==> config.mk <==
export PLATFORM = sky130hd
export DESIGN_NAME = spi_master
export DESIGN_NICKNAME = d
export VERILOG_FILES = /design/src/rtl/spi_master_pkg.sv /design/src/rtl/spi_master_clk_div.sv /design/src/rtl/spi_master.sv
export SDC_FILE = /design/constraint.sdc
export NUM_CORES = 1
export LEC_CHECK = 0
export ABC_CLOCK_PERIOD_IN_PS = 2000
export CAP_MARGIN = 10
export CORE_ASPECT_RATIO = 0.6
export CORE_MARGIN = 4
export CORE_UTILIZATION = 45
export CTS_CLUSTER_SIZE = 28
export DETAILED_ROUTE_END_ITERATION = 7
export GPL_ROUTABILITY_DRIVEN = 0
export GPL_TIMING_DRIVEN = 0
export PLACE_DENSITY = 0.79
export SYNTH_ARGS = -nofsm -noshare
export SYNTH_HDL_FRONTEND = slang
export SYNTH_SLANG_ARGS = --single-unit
export TNS_END_PERCENT = 30
==> constraint.sdc <==
create_clock -name clk_i -period 2 [get_ports clk_i]
set_clock_uncertainty 0.15 [all_clocks]
set_input_delay 0.2 -clock clk_i [delete_from_list [all_inputs] [get_ports clk_i]]
set_output_delay 0.2 -clock clk_i [all_outputs]
set_load 0.02 [all_outputs]
==> src/rtl/spi_master_pkg.sv <==
// -----------------------------------------------------------------------------
// spi_master_pkg
//   Shared definitions for the SPI mode-0 master:
//     - FSM state encoding (IDLE/SETUP/SHIFT/HOLD/GAP)
//     - SPI mode constant (CPOL=0, CPHA=0)
//     - small constant functions used to size counters from parameters
// -----------------------------------------------------------------------------
package spi_master_pkg;

    typedef enum logic [2:0] {
        ST_IDLE  = 3'd0,
        ST_SETUP = 3'd1,
        ST_SHIFT = 3'd2,
        ST_HOLD  = 3'd3,
        ST_GAP   = 3'd4
    } spi_state_t;

    // {CPOL, CPHA}; this master only implements mode 0.
    localparam logic [1:0] SPI_MODE_0 = 2'b00;

    // Width needed to count 0 .. n-1 (never less than one bit).
    function automatic int cnt_width(input int n);
        return (n > 2) ? $clog2(n) : 1;
    endfunction

    function automatic int max3(input int a, input int b, input int c);
        int m;
        m = a;
        if (b > m) m = b;
        if (c > m) m = c;
        return m;
    endfunction

endpackage

==> src/rtl/spi_master_clk_div.sv <==
// -----------------------------------------------------------------------------
// spi_master_clk_div
//   SCLK half-period timer. While en_i is high it counts clk_i cycles and
//   raises tick_o on the last cycle of each CLK_DIV-cycle half period, then
//   reloads. clear_i forces the count back to the start of a half period so
//   every SHIFT phase begins with a full-length first half.
// Ports:
//   clk_i    in   system clock
//   rst_n_i  in   asynchronous active-low reset
//   en_i     in   count enable
//   clear_i  in   restart the half period (has priority over en_i)
//   tick_o   out  high on the final cycle of a half period (combinational)
// -----------------------------------------------------------------------------
module spi_master_clk_div
    import spi_master_pkg::*;
#(
    parameter int CLK_DIV = 2
) (
    input  logic clk_i,
    input  logic rst_n_i,
    input  logic en_i,
    input  logic clear_i,
    output logic tick_o
);

    localparam int DIV_W = cnt_width(CLK_DIV);
    localparam logic [DIV_W-1:0] DIV_LAST = DIV_W'(CLK_DIV - 1);

    logic [DIV_W-1:0] div_cnt_reg;

    assign tick_o = en_i && (div_cnt_reg == DIV_LAST);

    always_ff @(posedge clk_i or negedge rst_n_i) begin
        if (!rst_n_i) begin
            div_cnt_reg <= '0;
        end else if (clear_i) begin
            div_cnt_reg <= '0;
        end else if (en_i) begin
            if (tick_o) div_cnt_reg <= '0;
            else        div_cnt_reg <= div_cnt_reg + 1'b1;
        end
    end

endmodule

==> src/rtl/spi_master.sv <==
// -----------------------------------------------------------------------------
// spi_master
//   SPI mode-0 master (CPOL=0, CPHA=0), MSB first, fixed FRAME_W-bit frames.
//   One frame is exchanged per accepted tx word; the word received during
//   that frame is returned on rx_data_o with a one-cycle rx_valid_o pulse.
//   Frame sequence: IDLE -> SETUP -> SHIFT -> HOLD -> GAP -> IDLE.
//   Accept edge to CS rise = CS_SETUP + 2*CLK_DIV*FRAME_W + CS_HOLD cycles.
// Ports:
//   clk_i       in   system clock
//   rst_n_i     in   asynchronous active-low reset
//   tx_valid_i  in   tx word offered
//   tx_ready_o  out  master can accept a word (IDLE)
//   tx_data_i   in   word to shift out
//   abort_i     in   terminate the current frame
//   rx_valid_o  out  one-cycle pulse, rx_data_o valid
//   rx_data_o   out  last completed received frame
//   aborted_o   out  one-cycle pulse, frame was aborted
//   busy_o      out  state != IDLE
//   spi_sclk_o  out  SPI clock, idles low
//   spi_cs_o    out  chip select, active low
//   spi_mosi_o  out  master out
//   spi_miso_i  in   master in (already synchronised externally)
// -----------------------------------------------------------------------------
module spi_master
    import spi_master_pkg::*;
#(
    parameter int FRAME_W  = 32,
    parameter int CLK_DIV  = 2,
    parameter int CS_SETUP = 2,
    parameter int CS_HOLD  = 2,
    parameter int CS_IDLE  = 2
) (
    input  logic               clk_i,
    input  logic               rst_n_i,
    input  logic               tx_valid_i,
    output logic               tx_ready_o,
    input  logic [FRAME_W-1:0] tx_data_i,
    input  logic               abort_i,
    output logic               rx_valid_o,
    output logic [FRAME_W-1:0] rx_data_o,
    output logic               aborted_o,
    output logic               busy_o,
    output logic               spi_sclk_o,
    output logic               spi_cs_o,
    output logic               spi_mosi_o,
    input  logic               spi_miso_i
);

    localparam int PH_W  = cnt_width(max3(CS_SETUP, CS_HOLD, CS_IDLE));
    localparam int BIT_W = cnt_width(FRAME_W);

    localparam logic [PH_W-1:0]  SETUP_LAST = PH_W'(CS_SETUP - 1);
    localparam logic [PH_W-1:0]  HOLD_LAST  = PH_W'(CS_HOLD - 1);
    // The first IDLE cycle is itself a CS-high cycle, so GAP lasts
    // CS_IDLE-1 cycles and is skipped entirely when CS_IDLE is 1. This keeps
    // CS high for exactly CS_IDLE cycles on back-to-back frames.
    localparam logic [PH_W-1:0]  GAP_LAST   = PH_W'((CS_IDLE > 1) ? CS_IDLE - 2 : 0);
    localparam spi_state_t       AFTER_CS   = (CS_IDLE > 1) ? ST_GAP : ST_IDLE;
    localparam logic [BIT_W-1:0] BIT_LAST   = BIT_W'(FRAME_W - 1);

    spi_state_t         state_reg,     state_next;
    logic [PH_W-1:0]    phase_cnt_reg, phase_cnt_next;
    logic [BIT_W-1:0]   bit_cnt_reg,   bit_cnt_next;
    logic [FRAME_W-1:0] tx_shift_reg,  tx_shift_next;
    logic [FRAME_W-1:0] rx_shift_reg,  rx_shift_next;
    logic [FRAME_W-1:0] rx_data_reg,   rx_data_next;
    logic               sclk_reg,      sclk_next;
    logic               cs_reg,        cs_next;
    logic               mosi_reg,      mosi_next;
    logic               rx_valid_reg,  rx_valid_next;
    logic               aborted_reg,   aborted_next;

    logic               half_tick;
    logic               in_frame;

    // The divider only runs during SHIFT and is held cleared otherwise, so the
    // first low half of bit 0 always lasts the full CLK_DIV cycles.
    spi_master_clk_div #(
        .CLK_DIV (CLK_DIV)
    ) u_clk_div (
        .clk_i   (clk_i),
        .rst_n_i (rst_n_i),
        .en_i    (state_reg == ST_SHIFT),
        .clear_i (state_reg != ST_SHIFT),
        .tick_o  (half_tick)
    );

    assign in_frame = (state_reg == ST_SETUP) || (state_reg == ST_SHIFT) ||
                      (state_reg == ST_HOLD);

    always_ff @(posedge clk_i or negedge rst_n_i) begin
        if (!rst_n_i) begin
            state_reg     <= ST_IDLE;
            phase_cnt_reg <= '0;
            bit_cnt_reg   <= '0;
            tx_shift_reg  <= '0;
            rx_shift_reg  <= '0;
            rx_data_reg   <= '0;
            sclk_reg      <= 1'b0;
            cs_reg        <= 1'b1;
            mosi_reg      <= 1'b0;
            rx_valid_reg  <= 1'b0;
            aborted_reg   <= 1'b0;
        end else begin
            state_reg     <= state_next;
            phase_cnt_reg <= phase_cnt_next;
            bit_cnt_reg   <= bit_cnt_next;
            tx_shift_reg  <= tx_shift_next;
            rx_shift_reg  <= rx_shift_next;
            rx_data_reg   <= rx_data_next;
            sclk_reg      <= sclk_next;
            cs_reg        <= cs_next;
            mosi_reg      <= mosi_next;
            rx_valid_reg  <= rx_valid_next;
            aborted_reg   <= aborted_next;
        end
    end

    always_comb begin
        state_next     = state_reg;
        phase_cnt_next = phase_cnt_reg;
        bit_cnt_next   = bit_cnt_reg;
        tx_shift_next  = tx_shift_reg;
        rx_shift_next  = rx_shift_reg;
        rx_data_next   = rx_data_reg;
        sclk_next      = sclk_reg;
        cs_next        = cs_reg;
        mosi_next      = mosi_reg;
        rx_valid_next  = 1'b0;
        aborted_next   = 1'b0;

        case (state_reg)
            ST_IDLE: begin
                if (tx_valid_i) begin
                    state_next     = ST_SETUP;
                    phase_cnt_next = '0;
                    bit_cnt_next   = '0;
                    cs_next        = 1'b0;
                    tx_shift_next  = tx_data_i;
                    rx_shift_next  = '0;
                    mosi_next      = tx_data_i[FRAME_W-1];
                end
            end

            ST_SETUP: begin
                if (phase_cnt_reg == SETUP_LAST) begin
                    state_next     = ST_SHIFT;
                    phase_cnt_next = '0;
                end else begin
                    phase_cnt_next = phase_cnt_reg + 1'b1;
                end
            end

            ST_SHIFT: begin
                if (half_tick) begin
                    if (!sclk_reg) begin
                        // Rising edge: sample MISO into the receive register.
                        sclk_next     = 1'b1;
                        rx_shift_next = {rx_shift_reg[FRAME_W-2:0], spi_miso_i};
                    end else begin
                        sclk_next = 1'b0;
                        if (bit_cnt_reg == BIT_LAST) begin
                            // MOSI keeps the last bit through HOLD.
                            state_next     = ST_HOLD;
                            phase_cnt_next = '0;
                        end else begin
                            // Falling edge: present the next bit. The transmit
                            // register rotates so its MSB always holds the bit
                            // currently on MOSI.
                            bit_cnt_next  = bit_cnt_reg + 1'b1;
                            tx_shift_next = {tx_shift_reg[FRAME_W-2:0],
                                             tx_shift_reg[FRAME_W-1]};
                            mosi_next     = tx_shift_reg[FRAME_W-2];
                        end
                    end
                end
            end

            ST_HOLD: begin
                if (phase_cnt_reg == HOLD_LAST) begin
                    state_next     = AFTER_CS;
                    phase_cnt_next = '0;
                    cs_next        = 1'b1;
                    mosi_next      = 1'b0;
                    rx_data_next   = rx_shift_reg;
                    rx_valid_next  = 1'b1;
                end else begin
                    phase_cnt_next = phase_cnt_reg + 1'b1;
                end
            end

            ST_GAP: begin
                if (phase_cnt_reg == GAP_LAST) begin
                    state_next     = ST_IDLE;
                    phase_cnt_next = '0;
                end else begin
                    phase_cnt_next = phase_cnt_reg + 1'b1;
                end
            end

            default: begin
                state_next     = ST_IDLE;
                phase_cnt_next = '0;
                sclk_next      = 1'b0;
                cs_next        = 1'b1;
                mosi_next      = 1'b0;
            end
        endcase

        // Abort overrides everything above, including a completion that
        // would otherwise land on this same edge.
        if (abort_i && in_frame) begin
            state_next     = AFTER_CS;
            phase_cnt_next = '0;
            sclk_next      = 1'b0;
            cs_next        = 1'b1;
            mosi_next      = 1'b0;
            rx_data_next   = rx_data_reg;
            rx_valid_next  = 1'b0;
            aborted_next   = 1'b1;
        end
    end

    assign tx_ready_o = (state_reg == ST_IDLE);
    assign busy_o     = (state_reg != ST_IDLE);
    assign rx_valid_o = rx_valid_reg;
    assign rx_data_o  = rx_data_reg;
    assign aborted_o  = aborted_reg;
    assign spi_sclk_o = sclk_reg;
    assign spi_cs_o   = cs_reg;
    assign spi_mosi_o = mosi_reg;

endmodule

==> impl_metrics.toml, run 1 <==
[yosys]
synthesis.area_um2 = 4770
ys_ff_latch = 111
synthesis.nets = 413
synthCells = 374
synth_flop_cell = "dfrtp_1"
synth-edff-count = 0
yosys_warnings = 0
yosysSeqAreaShare_pct = 58.2
synth_cell_type_count = 47
ys_async_sr_fraction_pct = 100
synth.avg_cell_area_um2 = 12.8

[floorplanning]
fp.dieArea_um2 = 12400
placementRows = 28
initial_core_util_pct = 47.3
chipHeight_um = 87.8
ios = 76
fp.dieW_um = 141
core_area_um2 = 10100

[layout]
seqCellArea_um2 = 2780
multi_input_area_um2 = 1910
fillers = 782
final_area_um2 = 6270
nets = 507
n_antenna_cell = 0
area_growth_pct = 31.2
layout-drive-gt1-share_pct = 23.7

[drt]
route.detailed.drc = 0
drt-vias-per-instance = 5.35
vias = 3246
drt_pass1_iterations = 4
postRouteAntennaNets = 0
routed_wl_mm = 10.4
wl_per_cell_um = 17.1
drt_iter0_markers = 196

[timing]
worst_slew_pin_slew_ps = 794
min_period_ps = 2100
rsz0062_at_grt = "true"
fin_ws_ps = -96.5
fin_crit_sh_pct = 105
drv_slew = 0
slew_headroom_pct = 47.1
hold_viol = 0
setup_violations = 38
max_freq_mhz = 477

[global_route]
antenna_found_initial = 0
grt_pass1_wl_mm = 17.8
gr-usage-all-layers_pct = 18.1
grt_remaining_overflow = 0
grt_max_degree = 61
grt_busiest_layer = "met2"
grt_pass1_vias = 3403
grt_util_met1_pct = 26.4
use_met3_pct = 4.86
grtUsageMet2_pct = 27.2

[clock_tree]
tritoncts = "yes"
cts_buffers = 9
clock_sinks = 111
clock_tree.root_cell = "clkbuf_16"
htreeDepth = 3
clk_latency_ps = 340
clk_pin_slew_ps = 70
clk_path_buf_depth = 2

[critical_path]
critPathMaxStageDelay_ps = 390
crit_slowest_cell = "dfrtp_1"
endpoint_kind = "register"
start_kind = "register"
crit_fanout = 6
critPathArrivalTime_ps = 2180
cp_cell_sequence = "ha_2, and3_4, ha_4, nand4b_1, a21boi_2, buf_6, buf_8, o21ai_2, o2bb2ai_2"
critPathKind = "reg -> reg"
r2r_slack_ps = -100
crit_required_ps = 2080

[pwr]
pwr_density_cell_nw_per_um2 = 1030
p_leak_uw = 0.00282
vdd_drop_max_mv = 0.627

[placed_design]
dp_hpwl_mm = 7.10
dpl_worst_slack_ps = -271
placed_cell_area_um2 = 5720
port_buffers = 74

[run_status]
violations = "negative setup slack"
status = "finished, violations left"

[worst_hold_path]
hp-class = "in -> reg"

[job]
cap_violations = 0
-- timing repair --
action / CTS / global route
hold buffers: 1 / 0
gates cloned: 2 / 0
gates resized for setup: 28 / 25
hold endpoints to repair: 58 / 0
setup buffers: 5 / 2
endpoints found under the setup margin: 40 / 41
pin swaps: 3 / 4
-- cell usage after synthesis, types with 3 or more instances --
cell type | count | area share, %
dfrtp_1 | 110 | 58
a21oi_1 | 40 | 4.2
nor2_1 | 36 | 2.8
a22o_1 | 32 | 5.9
mux2i_1 | 32 | 6.7
mux2_4 | 29 | 9.1
buf_2 | 20 | 2.1
nand2_1 | 7 | 0.55
inv_1 | 6 | 0.47
nand3_1 | 5 | 0.52
mux2_2 | 4 | 0.94
o21ai_0 | 4 | 0.42
buf_6 | 3 | 0.71
nand2b_1 | 3 | 0.39
-- cell type report --
| type | count | share of cell area [%] |
|---|---|---|
| sequential | 111 | 44.4 |
| clock inverter | 6 | 1.10 |
| inverter | 7 | 0.419 |
| buffer | 27 | 3.57 |
| multi-input combinational | 228 | 30.5 |
| clock buffer | 9 | 3.59 |
| tap | 135 | 2.70 |
| timing repair buffer | 84 | 13.8 |
-- layout by cell type, fill, tap and decap left out, drive strengths merged, types with 2 or more instances in the layout --
master         count
dfrtp            110
clkdlybuf4s50     71
a21oi             40
nor2              37
buf               34
mux2              33
mux2i             32
a22o              32
clkbuf            12
inv                9
nand2              7
nand3              5
o21ai              5
nand2b             3
or3                2
a211o              2
a22oi              2
nor4bb             2
o22ai              2
and3               2
nor3               2
nor4               2
a21boi             2
ha                 2
clkinv             2
-- power by group --
group / internal [µW] / total, µW / switching, µW
combinational: 803 / 1790 / 982
clock: 973 / 1770 / 796
sequential: 2630 / 2890 / 254
total: 4410 / 6440 / 2030
-- worst max-delay path, delay by kind of cell (launching register included) --
kind,cells,cell delay (ps)
AND/OR/NAND/NOR,2,380
flip-flops,1,390
buffers and inverters,2,310
adder cells (fa/ha/maj),2,360
AO/OA/AOI/OAI,3,400
-- layer usage --
layer / part of all wire, % / vias to the layer above
li1: - / 1533
met1: 49 / 1628
met2: 45 / 72
met3: 4.5 / 13
met4: 1.3 / 0
met5: 0 / -
-- cells by family after synthesis --
kind of cell	count (synthesis)	synth area share, %
adder cells (fa/ha/maj)	2	0.524
buffers and inverters	35	3.93
XOR/XNOR	1	0.183
flip-flops	111	58.2
AO/OA/AOI/OAI	93	13.3
AND/OR/NAND/NOR	67	7.13
multiplexers	65	16.8
-- worst paths after layout --
| kind | startpoint | to | depth (start not counted) |
|---|---|---|---|
| hold reg to reg | spi_mosi_o$_DFFE_PN0P_ | spi_mosi_o$_DFFE_PN0P_ | 1 |
| min in group asynchronous | rst_n_i | tx_shift_reg[27]$_DFFE_PN0P_ | 2 |
| max in group asynchronous | rst_n_i | rx_shift_reg[28]$_DFFE_PN0P_ | 3 |
| setup / recovery | bit_cnt_reg[0]$_DFFE_PN0P_ | bit_cnt_reg[2]$_DFFE_PN0P_ | 9 |
| hold / removal | abort_i | state_reg[1]$_DFFE_PN0P_ | 2 |
| setup reg to reg | bit_cnt_reg[0]$_DFFE_PN0P_ | bit_cnt_reg[2]$_DFFE_PN0P_ | 9 |
-- metrics by stage --
stage	util (%)	hold slack, ps	total power [µW]	setup TNS (ps)	std cells
after floorplan	-	-246	3880	0	374
after global placement	56.4	315	4330	-392360	583
after detailed placement	56.6	183	4420	-8810	584
after CTS	61.3	24.8	6400	-249	606
after global routing	62.1	64.4	6820	-5030	607
final	62.1	41.5	6440	-2180	607
No activity file was read; power rests on OpenSTA's default activity.
==> run 2, diff against run 1 <==
CTS_CLUSTER_DIAMETER = 30   (was unset)
==> results of run 2 <==
Same layout as run 1: the final DEF is identical, and so are final timing and power.
